$ cat config.mk
export PLATFORM = sky130hd
export DESIGN_NAME = sprite_bg_compositor
export DESIGN_NICKNAME = d
export VERILOG_FILES = /design/src/rtl/sprite_bg_compositor.sv
export SDC_FILE = /design/constraint.sdc
export NUM_CORES = 1
export LEC_CHECK = 0
export ABC_AREA = 1
export CAP_MARGIN = 0
export CORE_MARGIN = 2
export CORE_UTILIZATION = 40
export DETAILED_ROUTE_END_ITERATION = 12
export PLACE_DENSITY = 0.73
export SYNTH_ARGS = -nofsm -noshare
export SYNTH_HDL_FRONTEND = slang
export SYNTH_SLANG_ARGS = --single-unit
$ cat constraint.sdc
create_clock -name clk -period 1.85 [get_ports clk]
set_clock_uncertainty 0.2 [all_clocks]
set_input_delay 0.185 -clock clk [delete_from_list [all_inputs] [get_ports clk]]
set_output_delay 0.185 -clock clk [all_outputs]
set_load 0.02 [all_outputs]
$ cat src/rtl/sprite_bg_compositor.sv
// Purpose: merges the delay-aligned sprite layer with the background layer into the game-window RGB and gathers per-frame collision statistics.
// Latency: background/position -> vgaRgbOut 1 cycle; sprite inputs -> vgaRgbOut BG_DELAY+1 cycles; status updates on frameStart edges.
// Backpressure: none; this is a free-running pixel-rate stage that accepts one pixel every clock.
//
// Ports: clk/rst (sync, active-high); scan position, window and frame pulse aligned with bgRgbIn;
//        sprite valid/colour/priority arriving BG_DELAY cycles early; vgaRgbOut registered mix;
//        hitFlag/hitCount/hitPosX/hitPosY hold the last completed frame's collision summary.
// Optional: define SPRITE_BG_COMPOSITOR_HITMARK_EN to paint colliding pixels with HIT_COLOUR.
module sprite_bg_compositor #(
    parameter int                 RGB_BIT    = 12,
    parameter int                 POS_BIT    = 10,
    parameter int                 BG_DELAY   = 2,
    parameter logic [RGB_BIT-1:0] TRANS_KEY  = 12'h000,
    parameter logic [RGB_BIT-1:0] BACKDROP   = 12'h000,
    parameter logic [RGB_BIT-1:0] HIT_COLOUR = 12'hF0F
) (
    input  logic               clk,
    input  logic               rst,
    input  logic [POS_BIT-1:0] vgaPosX,
    input  logic [POS_BIT-1:0] vgaPosY,
    input  logic               IsGameWindow,
    input  logic               frameStart,
    input  logic               spriteValid,
    input  logic [RGB_BIT-1:0] spriteRgbIn,
    input  logic               spriteBehind,
    input  logic [RGB_BIT-1:0] bgRgbIn,
    output logic [RGB_BIT-1:0] vgaRgbOut,
    output logic               hitFlag,
    output logic [7:0]         hitCount,
    output logic [POS_BIT-1:0] hitPosX,
    output logic [POS_BIT-1:0] hitPosY
);

`ifdef SPRITE_BG_COMPOSITOR_HITMARK_EN
    localparam bit MARK_EN = 1'b1;
`else
    localparam bit MARK_EN = 1'b0;
`endif

    typedef enum logic {ST_IDLE, ST_ACTIVE} state_t;

    // Sprite layer after alignment with the background pipeline.
    logic               spr_vld;
    logic [RGB_BIT-1:0] spr_rgb;
    logic               spr_behind;

    generate
        if (BG_DELAY == 0) begin : g_bypass
            assign spr_vld    = spriteValid;
            assign spr_rgb    = spriteRgbIn;
            assign spr_behind = spriteBehind;
        end else begin : g_delay
            logic [BG_DELAY-1:0] vld_sr;
            logic [BG_DELAY-1:0] beh_sr;
            logic [RGB_BIT-1:0]  rgb_sr [BG_DELAY];

            always_ff @(posedge clk) begin
                if (rst) begin
                    vld_sr <= '0;
                    beh_sr <= '0;
                    for (int i = 0; i < BG_DELAY; i++) rgb_sr[i] <= '0;
                end else begin
                    vld_sr[0] <= spriteValid;
                    beh_sr[0] <= spriteBehind;
                    rgb_sr[0] <= spriteRgbIn;
                    for (int i = 1; i < BG_DELAY; i++) begin
                        vld_sr[i] <= vld_sr[i-1];
                        beh_sr[i] <= beh_sr[i-1];
                        rgb_sr[i] <= rgb_sr[i-1];
                    end
                end
            end

            assign spr_vld    = vld_sr[BG_DELAY-1];
            assign spr_behind = beh_sr[BG_DELAY-1];
            assign spr_rgb    = rgb_sr[BG_DELAY-1];
        end
    endgenerate

    // Mix stage: opacity, priority and collision detection on the aligned pixel.
    logic               spr_op;
    logic               bg_op;
    logic               evt;
    logic [RGB_BIT-1:0] mix_rgb;

    assign spr_op = spr_vld && (spr_rgb != TRANS_KEY);
    assign bg_op  = (bgRgbIn != TRANS_KEY);
    // Collision ignores the priority bit: a hidden sprite still overlaps the background.
    assign evt    = IsGameWindow && spr_op && bg_op;

    always_comb begin
        mix_rgb = BACKDROP;
        if (!IsGameWindow)
            mix_rgb = '0;
        else if (MARK_EN && evt)
            mix_rgb = HIT_COLOUR;
        else if (spr_op && (!spr_behind || !bg_op))
            mix_rgb = spr_rgb;
        else if (bg_op)
            mix_rgb = bgRgbIn;
    end

    always_ff @(posedge clk) begin
        if (rst) vgaRgbOut <= '0;
        else     vgaRgbOut <= mix_rgb;
    end

    // Frame statistics: working set accumulates, frameStart publishes and restarts it.
    state_t             state;
    logic               w_flag;
    logic [7:0]         w_count;
    logic [POS_BIT-1:0] w_x;
    logic [POS_BIT-1:0] w_y;

    always_ff @(posedge clk) begin
        if (rst) begin
            state    <= ST_IDLE;
            w_flag   <= 1'b0;
            w_count  <= '0;
            w_x      <= '0;
            w_y      <= '0;
            hitFlag  <= 1'b0;
            hitCount <= '0;
            hitPosX  <= '0;
            hitPosY  <= '0;
        end else if (frameStart) begin
            // The frameStart pixel belongs to the new frame, so an event here seeds it.
            state    <= ST_ACTIVE;
            hitFlag  <= w_flag;
            hitCount <= w_count;
            hitPosX  <= w_x;
            hitPosY  <= w_y;
            w_flag   <= evt;
            w_count  <= evt ? 8'd1 : 8'd0;
            w_x      <= evt ? vgaPosX : '0;
            w_y      <= evt ? vgaPosY : '0;
        end else if (state == ST_ACTIVE && evt) begin
            w_flag <= 1'b1;
            if (w_count != 8'hFF) w_count <= w_count + 8'd1;
            if (!w_flag) begin
                w_x <= vgaPosX;
                w_y <= vgaPosY;
            end
        end
    end

endmodule

==> results_dict.tcl, run 1 <==
set metrics [dict create \
    status "finished clean" \
    grt_overflow_total 0 \
    p_leak_uw 0.00221 \
    end_kind "output port" \
    post_cts_buffers 0 \
    yosysTopAreaCellShare 0.531 \
    io_buffers 90 \
    critPathKind "flip-flop to output port" \
    synthTopCellsByArea "dfxtp_1 53%, nor2_1 17%, o21ai_0 5.6%" \
    post-route-util 0.552 \
    powerDensity_nw_per_um2 827 \
    grt_max_degree 41 \
    die_height_um 101 \
    drt_iter0_markers 110 \
    vias_per_cell 4.60 \
    place.gp.congestion 0.823 \
    setup_violations 0 \
    antenna_found_initial 0 \
    fin_crit_sh 0.944 \
    crit_slowest_cell "clkdlybuf4s50_1" \
    drive_gt1_frac 0.0990 \
    synth_top_cell_by_area "dfxtp_1" \
    combinationalPowerShare 0.144 \
    ir_worst_vdd_uv 520 \
    cts_tree "done" \
    dp_hpwl_mm 5.92 \
    cts_sinks 99 \
    antenna_cells 0 \
    max-slew-margin-rel 0.758 \
    period_needed_ns 1.75 \
    crit_path_max_incr_delay_ns 0.62 \
    rows 35 \
    grt_pass1_vias 3095 \
    hold_violations 0 \
    p_int_uw 3050 \
    h-tree-depth 3 \
    cp_num_buf_inv 1 \
    hold_class "input pin to flip-flop" \
    critPathRequiredTime_ns 1.46 \
    clkLatencyLatePin_ns 0.36 \
    setup_tns_ns 0 \
    clkPwrFrac 0.307 \
    swShare 0.270 \
    clk_pin_slew_ns 0.10 \
    grt_use_total 0.169 \
    cp.arrival_ns 1.36 \
    die_area_sq_um 10100 \
    path_cells "clkdlybuf4s50_1" \
    cts_buffers 9 \
    yosysSeqAreaShare 0.531 \
    syn2layout_area_growth_pct 35.4 \
    synth_seq_cells 99 \
    cp-start-kind "flip-flop" \
    io_pins 91 \
    cts_max_path_buffers 2 \
    initial_core_util 0.408 \
    vias 3251 \
    cp_max_fo 2 \
    worst_pin_slew_ns 0.363 \
    firstDrtPassIters 4 \
    cts_root_buffer "clkbuf_8" \
    syn-instance-count 493 \
    pwr-share-seq 0.549 \
    yosys_warnings 0 \
    die_w_um 101 \
    wire_per_inst_um 11.5 \
    timing.final.max_slew_violations 0 \
    rsz0062_at_grt "true" \
    synth_nets 544 \
    totalWireLength_mm 8.11 \
    core_sq_um 9150 \
    final_net_count 642 \
    grt_pass1_wl_mm 13.7 \
    cp_top_family "buffers and inverters" \
    synth_cell_type_count 30 \
    synth_area_sq_um 3730 \
    drcViolationCount 0 \
    drv_cap 0 \
    postSynthAreaPerCell_sq_um 7.57 \
    ant_nets 0 \
    switchingPower_uw 1130 \
    max_freq_ghz 0.573 \
]
==> sequential cells by signal, indices dropped and copies added, names as in the netlist <==
| register | flops |
|---|---|
| w_x | 10 |
| hitFlag | 1 |
| w_count | 8 |
| hitPosX | 10 |
| w_y | 10 |
| hitCount | 8 |
| g_delay.vld_sr | 2 |
| state | 1 |
| hitPosY | 10 |
| g_delay.beh_sr | 2 |
| g_delay.rgb_sr | 24 |
| vgaRgbOut | 12 |
| w_flag | 1 |
==> routing by layer <==
metal	up-vias	track usage	routed length [um]
met3	14	0.0361	408
met4	0	0.0790	193
met1	1441	0.214	3660
li1	1710	-	-
met2	86	0.275	3860
met5	-	0	0
==> area by class of cell <==
| type | count | area (sq um) |
|---|---|---|
| Clock buffer | 9 | 124 |
| Clock inverter | 7 | 60.1 |
| Fill cell | 786 | 4100 |
| Inverter | 51 | 191 |
| Multi-Input combinational cell | 320 | 1480 |
| Sequential cell | 99 | 1980 |
| Tap cell | 111 | 139 |
| Timing Repair Buffer | 110 | 1080 |
==> kinds of logic (layout without fill, tap and decap cells) <==
| family | count (synthesis) | in the layout | share of synthesized area |
|---|---|---|---|
| AOI/OAI and AO/OA | 60 | 60 | 0.0828 |
| xor gates and xnor gates | 2 | 2 | 0.00469 |
| adders and majority gates | 1 | 1 | 0.00335 |
| buffers and inverters | 74 | 177 | 0.0808 |
| DFF | 99 | 99 | 0.531 |
| and+or+nand+nor | 257 | 257 | 0.297 |
==> synthesized netlist by cell type (all sizes together) <==
master / instances
a21oi: 13
nand3b: 14
nand4: 4
ha: 1
nand2: 58
and2: 2
inv: 51
nand3: 8
a211oi: 1
dfxtp: 99
nor2: 170
xor2: 2
nor3: 1
buf: 11
o21ai: 45
clkbuf: 12
a21boi: 1
==> cells in the final DEF (no fill, tap or decap) <==
cell type        Yosys  routed
and2_4               1       1
o21ai_1              3       3
nor2_2               2       5
a21oi_1             12      12
buf_4                3      18
clkbuf_8             0       9
xor2_1               2       2
nor2_1             167     164
clkinvlp_4           0       3
buf_12               0       2
a211oi_1             1       1
nand3_1              6       6
nand3b_1            14      14
nand3_4              1       2
dfxtp_2              0       2
nor2_8               1       1
inv_2                1       1
dfxtp_1             99      97
and2_1               1       1
nand2_1             50      49
clkdlybuf4s50_1      0      90
a21oi_2              1       1
nand2_2              7       6
o21ai_0             42      42
inv_6                0       2
a21boi_0             1       1
nor3_1               1       1
nand4_1              4       4
inv_1               50      50
inv_8                0       1
nand2_4              1       3
ha_2                 0       1
clkinv_4             0       1
==> timing repair <==
item | CTS | global route
resized for setup | 0 | 10
hold buffers | 0 | 0
setup endpoints to repair | 0 | 26
==> power groups by stage <==
stage	combinational, uW	clock (uW)	sequential, uW
floorplan	253	0	2390
finish	602	1280	2290
detailed placement	599	0	2340
global route	670	1400	2310
global placement	589	0	2340
CTS	603	1320	2290
==> metrics by stage <==
| step | worst slack (ns) | hold slack (ns) | total power (uW) | instances | cell area [sq um] |
|---|---|---|---|---|---|
| 2_1_floorplan | 0.227 | 0.0920 | 2650 | 493 | 3730 |
| 3_3_place_gp | -0.176 | 0.193 | 2930 | 691 | 4840 |
| 3_5_place_dp | -0.261 | 0.192 | 2940 | 691 | 4840 |
| 4_1_cts | 0.0474 | 0.118 | 4220 | 707 | 5020 |
| 5_1_grt | -0.0197 | 0.142 | 4380 | 707 | 5050 |
| 6_report | 0.103 | 0.125 | 4180 | 707 | 5050 |
==> worst reg2reg max path, stage by stage, from the launching register on <==
cell	delay [ns]
dfxtp_1	0.35
nor2_1	0.05
and2_4	0.16
nand2_2	0.08
nand2_4	0.07
nor2_8	0.19
nor2_2	0.06
nor2_1	0.14
buf_4	0.21
nand2_1	0.07
nor2_1	0.09
==> worst paths after layout <==
kind	from	endpoint	slack (ns)	cells after the start
setup / recovery	hitPosY[0]$_SDFFE_PP0P_	hitPosY[0]	0.10	1
hold reg to reg	g_delay.rgb_sr[0][0]$_SDFF_PP0_	g_delay.rgb_sr[0][12]$_SDFF_PP0_	0.20	2
hold / removal	spriteRgbIn[8]	g_delay.rgb_sr[0][8]$_SDFF_PP0_	0.13	3
setup reg to reg	g_delay.rgb_sr[0][14]$_SDFF_PP0_	w_y[9]$_SDFFE_PP0P_	0.13	10
Note: power is estimated with default switching activity, not from simulation.
==> run 2, diff against run 1 <==
Settings changed: CORE_UTILIZATION 40 to 35, CTS_CLUSTER_SIZE from default to 8, MAX_ROUTING_LAYER from default to met4, PLACE_DENSITY 0.73 to 0.66.
==> results_dict.tcl, run 2 (synthesis gave the netlist of run 1 again) <==
set metrics [dict create \
    top_regs "g_delay.rgb_sr (24), vgaRgbOut (12)" \
    ir_worst_vdd_uv 480 \
    h-tree-depth 3 \
    cp_num_buf_inv 1 \
    final_common_cell "nor2_1" \
    setup_violations 0 \
    cp-start-kind "flip-flop" \
    critPathRequiredTime_ns 1.46 \
    cp.arrival_ns 1.33 \
    drive_gt1_frac 0.0944 \
    cts_buffers 9 \
    cts_hold_buf 0 \
    die_height_um 107 \
    max-slew-margin-rel 0.758 \
    hold_violations 0 \
    final_net_count 642 \
    end_kind "output port" \
    max_freq_ghz 0.584 \
    dp.cells 714 \
    cp_top_family "buffers and inverters" \
    cts_max_path_buffers 2 \
    io_pins 91 \
    critPathKind "flip-flop to output port" \
    firstDrtPassIters 5 \
    instances_no_fill 729 \
    worst_pin_slew_ns 0.362 \
    die_area_sq_um 11500 \
    grt_pass1_vias 3118 \
    grt_use_total 0.157 \
    wire_per_inst_um 11.5 \
    cts_root_buffer "clkbuf_8" \
    largest_register_ffs 24 \
    syn2layout_area_growth_pct 37.4 \
    final_cell_mix "164 x nor2_1, 97 x dfxtp_1, 90 x clkdlybuf4s50_1" \
    ant_nets 0 \
    vias_per_cell 4.48 \
    io_buffers 90 \
    initial_core_util 0.362 \
    path_cells "clkdlybuf4s50_1" \
    top_register "g_delay.rgb_sr" \
    p_leak_uw 0.00223 \
    cts_sinks 99 \
    powerDensity_nw_per_um2 848 \
    rows 37 \
    drt_iter0_markers 127 \
    grt_pass1_wl_mm 14.0 \
    core_sq_um 10300 \
    pre_cts_ws_ns -0.270 \
    dp_hpwl_mm 6.04 \
    status "finished clean" \
    die_w_um 107 \
    hold_class "input pin to flip-flop" \
    antenna_cells 0 \
    drv_cap 0 \
    crit_path_max_incr_delay_ns 0.61 \
    vias 3263 \
    drcViolationCount 0 \
    cts_tree "done" \
    place.gp.congestion 0.821 \
    grt_max_degree 41 \
    crit_slowest_cell "clkdlybuf4s50_1" \
    timing.final.max_slew_violations 0 \
    grt_overflow_total 0 \
    totalWireLength_mm 8.40 \
    period_needed_ns 1.71 \
    clkLatencyLatePin_ns 0.35 \
    cp_max_fo 2 \
    clk_pin_slew_ns 0.08 \
    fin_crit_sh 0.926 \
    antenna_found_initial 0 \
    fin_ws_ns 0.137 \
]
-- run 2: path summary, 6_finish.rpt --
kind,start,endpoint,slack [ns],cells after the start
worst max-delay path,hitPosY[9]$_SDFFE_PP0P_,hitPosY[9],0.14,1
worst min-delay path,spriteRgbIn[8],g_delay.rgb_sr[0][8]$_SDFF_PP0_,0.15,3
worst max register to register,g_delay.rgb_sr[0][14]$_SDFF_PP0_,w_y[9]$_SDFFE_PP0P_,0.14,10
worst min register to register,g_delay.rgb_sr[0][11]$_SDFF_PP0_,g_delay.rgb_sr[0][23]$_SDFF_PP0_,0.20,2
-- run 2: final cells by class --
cell class                 count  area, sq um
fill                         983         5190
sequential                    99         1990
multi-input combinational    320         1490
timing repair buffer         110         1090
inverter                      51          191
tap                          136          170
clock buffer                  10          138
clock inverter                 3         65.1
-- run 2: stage by stage --
stage / total power, uW / instance area [sq um] / setup TNS [ns] / util / hold WS [ns]
after floorplan: 2650 / 3730 / 0 / - / 0.0920
after global placement: 2930 / 4870 / -4.98 / 0.471 / 0.191
after detailed placement: 2940 / 4870 / -6.42 / 0.471 / 0.192
after CTS: 4390 / 5070 / 0 / 0.491 / 0.133
after global routing: 4560 / 5130 / -0.00176 / 0.497 / 0.141
final: 4350 / 5130 / 0 / 0.497 / 0.149
-- run 2: repair_timing --
action	CTS	global route
gates resized for setup	0	12
endpoints found under the setup margin	0	25
buffers inserted	0	2
-- run 2: power breakdown --
part / total [uW] / switching, uW / internal (uW)
registers: 2300 / 57.3 / 2240
logic: 601 / 301 / 301
clock network: 1450 / 674 / 774
-- run 2: layer usage --
metal | vias up | part of all wire | track usage | routed length, um
met2 | 75 | 0.47 | 0.250 | 3960
li1 | 1707 | - | - | -
met1 | 1464 | 0.46 | 0.189 | 3830
met5 | - | 0 | - | 0
met4 | 0 | 0.021 | 0.0733 | 179
met3 | 17 | 0.051 | 0.0375 | 426
==> run 3, diff against run 2 <==
Settings changed: CORE_ASPECT_RATIO from default to 0.5.
==> results_dict.tcl, run 3 (synthesis gave the netlist of run 1 again) <==
set metrics [dict create \
    status "finished clean" \
    syn2layout_area_growth_pct 40.1 \
    antenna_found_initial 0 \
    setup_violations 0 \
    drv_cap 0 \
    rsz0062_at_grt "false" \
    clk_pin_slew_ns 0.07 \
    instances_no_fill 737 \
    die_w_um 150 \
    end_kind "flip-flop" \
    period_needed_ns 1.72 \
    cp.arrival_ns 1.79 \
    combinationalPowerShare 0.127 \
    total_power_uw 4750 \
    wire_per_inst_um 11.0 \
    grt_max_degree 41 \
    ant_nets 0 \
    cts_sinks 99 \
    drive_gt1_frac 0.101 \
    rows 26 \
    hold_class "input pin to flip-flop" \
    cts_hold_buf 0 \
    initial_core_util 0.363 \
    place.gp.congestion 0.796 \
    hold_violations 0 \
    cp_max_fo 10 \
    fill_cells 1020 \
    post_cts_buffers 0 \
    antenna_cells 0 \
    crit_path_max_incr_delay_ns 0.48 \
    setup_tns_ns 0 \
    fin_crit_sh 0.928 \
    totalWireLength_mm 8.14 \
    grt_pass1_wl_mm 13.5 \
    top_register "g_delay.rgb_sr" \
    max_freq_ghz 0.582 \
    powerDensity_nw_per_um2 908 \
    clkPwrFrac 0.390 \
    die_height_um 77.0 \
    switchingPower_uw 1150 \
    grt_overflow_total 0 \
    die_area_sq_um 11600 \
    final_cell_mix "164 x nor2_1, 98 x dfxtp_1, 90 x clkdlybuf4s50_1" \
    vias 3209 \
    io_pins 91 \
    p_leak_uw 0.00228 \
    cp-start-kind "input pin" \
    vias_per_cell 4.35 \
    ir_worst_vdd_uv 434 \
    cts_buffers 9 \
    grt_pass1_vias 2991 \
    h-tree-depth 3 \
    pre_cts_ws_ns -0.277 \
    dp.cells 721 \
    critPathKind "input pin to flip-flop" \
    path_cells "clkdlybuf4s50_1, nor2_1, and2_1, nand2_2, nand2_2, nor2_8, nor2_1, nor2_2, buf_6, nand2_1, nor2_1" \
    final_net_count 643 \
    worst_pin_slew_ns 0.384 \
    drcViolationCount 0 \
    timing.final.max_slew_violations 0 \
    drt_iter0_markers 110 \
    crit_slowest_cell "clkdlybuf4s50_1" \
    io_buffers 90 \
    top_regs "g_delay.rgb_sr (24), vgaRgbOut (12)" \
    cts_tree "done" \
    cts_max_path_buffers 2 \
    core_sq_um 10300 \
    clkLatencyLatePin_ns 0.34 \
    swShare 0.243 \
    final_common_cell "nor2_1" \
    critPathRequiredTime_ns 1.92 \
    cts_root_buffer "clkbuf_16" \
    dp_hpwl_mm 5.84 \
    p_int_uw 3600 \
    fin_ws_ns 0.132 \
    pwr-share-seq 0.483 \
    firstDrtPassIters 4 \
    max-slew-margin-rel 0.743 \
    grt_use_total 0.150 \
    largest_register_ffs 24 \
    cpMostUsedCell "nor2_1" \
]
run 3: cell count changes in the layout (fill, tap and decap cells not counted), sizes merged:
cell and delta:
buf +1, clkbuf -1, clkinvlp +3, inv +2, bufinv -1
run 3: final cells by class:
cell class                 instances  area, sq um  share of cell area
clock buffer                       9          225              0.0431
clock inverter                     7         75.1              0.0144
inverter                          51          191              0.0366
multi-input combinational        320         1490               0.284
sequential                        99         1980               0.379
tap                              140          175              0.0335
timing repair buffer             111         1090               0.209
run 3: worst paths after layout:
kind	from	to	slack, ns	cells after the start
min reg2reg	g_delay.rgb_sr[0][11]$_SDFF_PP0_	g_delay.rgb_sr[0][23]$_SDFF_PP0_	0.20	2
max reg2reg	w_count[0]$_SDFFE_PP0P_	w_count[1]$_SDFFE_PP0P_	0.14	10
min	spriteRgbIn[9]	g_delay.rgb_sr[0][9]$_SDFF_PP0_	0.16	3
max	bgRgbIn[8]	w_x[4]$_SDFFE_PP0P_	0.13	11
run 3: worst max-delay path, delay by kind of cell:
family,cells,cell delay [ns]
buf+inv,2,0.65
simple gates,9,0.95
run 3: through the flow:
stage | hold slack, ns | util | cell area (sq um)
finish | 0.158 | 0.509 | 5230
global route | 0.154 | 0.509 | 5230
CTS | 0.150 | 0.504 | 5180
detailed placement | 0.193 | 0.475 | 4880
global placement | 0.192 | 0.475 | 4880
floorplan | 0.0920 | - | 3730
run 3: timing repair:
| item | CTS | global route |
|---|---|---|
| endpoints found under the hold margin | 0 | 0 |
| setup endpoints to repair | 0 | 26 |
| gates resized for setup | 0 | 13 |
run 3: power by group through the flow:
| stage | combinational [uW] | sequential [uW] | clock [uW] |
|---|---|---|---|
| after floorplan | 253 | 2390 | 0 |
| after global placement | 594 | 2340 | 0 |
| after detailed placement | 600 | 2340 | 0 |
| after CTS | 604 | 2290 | 1900 |
| after global routing | 670 | 2300 | 2000 |
| final | 603 | 2290 | 1850 |
run 3: per-layer routing:
layer / track usage / share of wire / up-vias
met5: - / 0 / -
met3: 0.0423 / 0.046 / 4
li1: - / - / 1711
met2: 0.240 / 0.47 / 55
met4: 0.0462 / 0.0074 / 0
met1: 0.185 / 0.48 / 1439
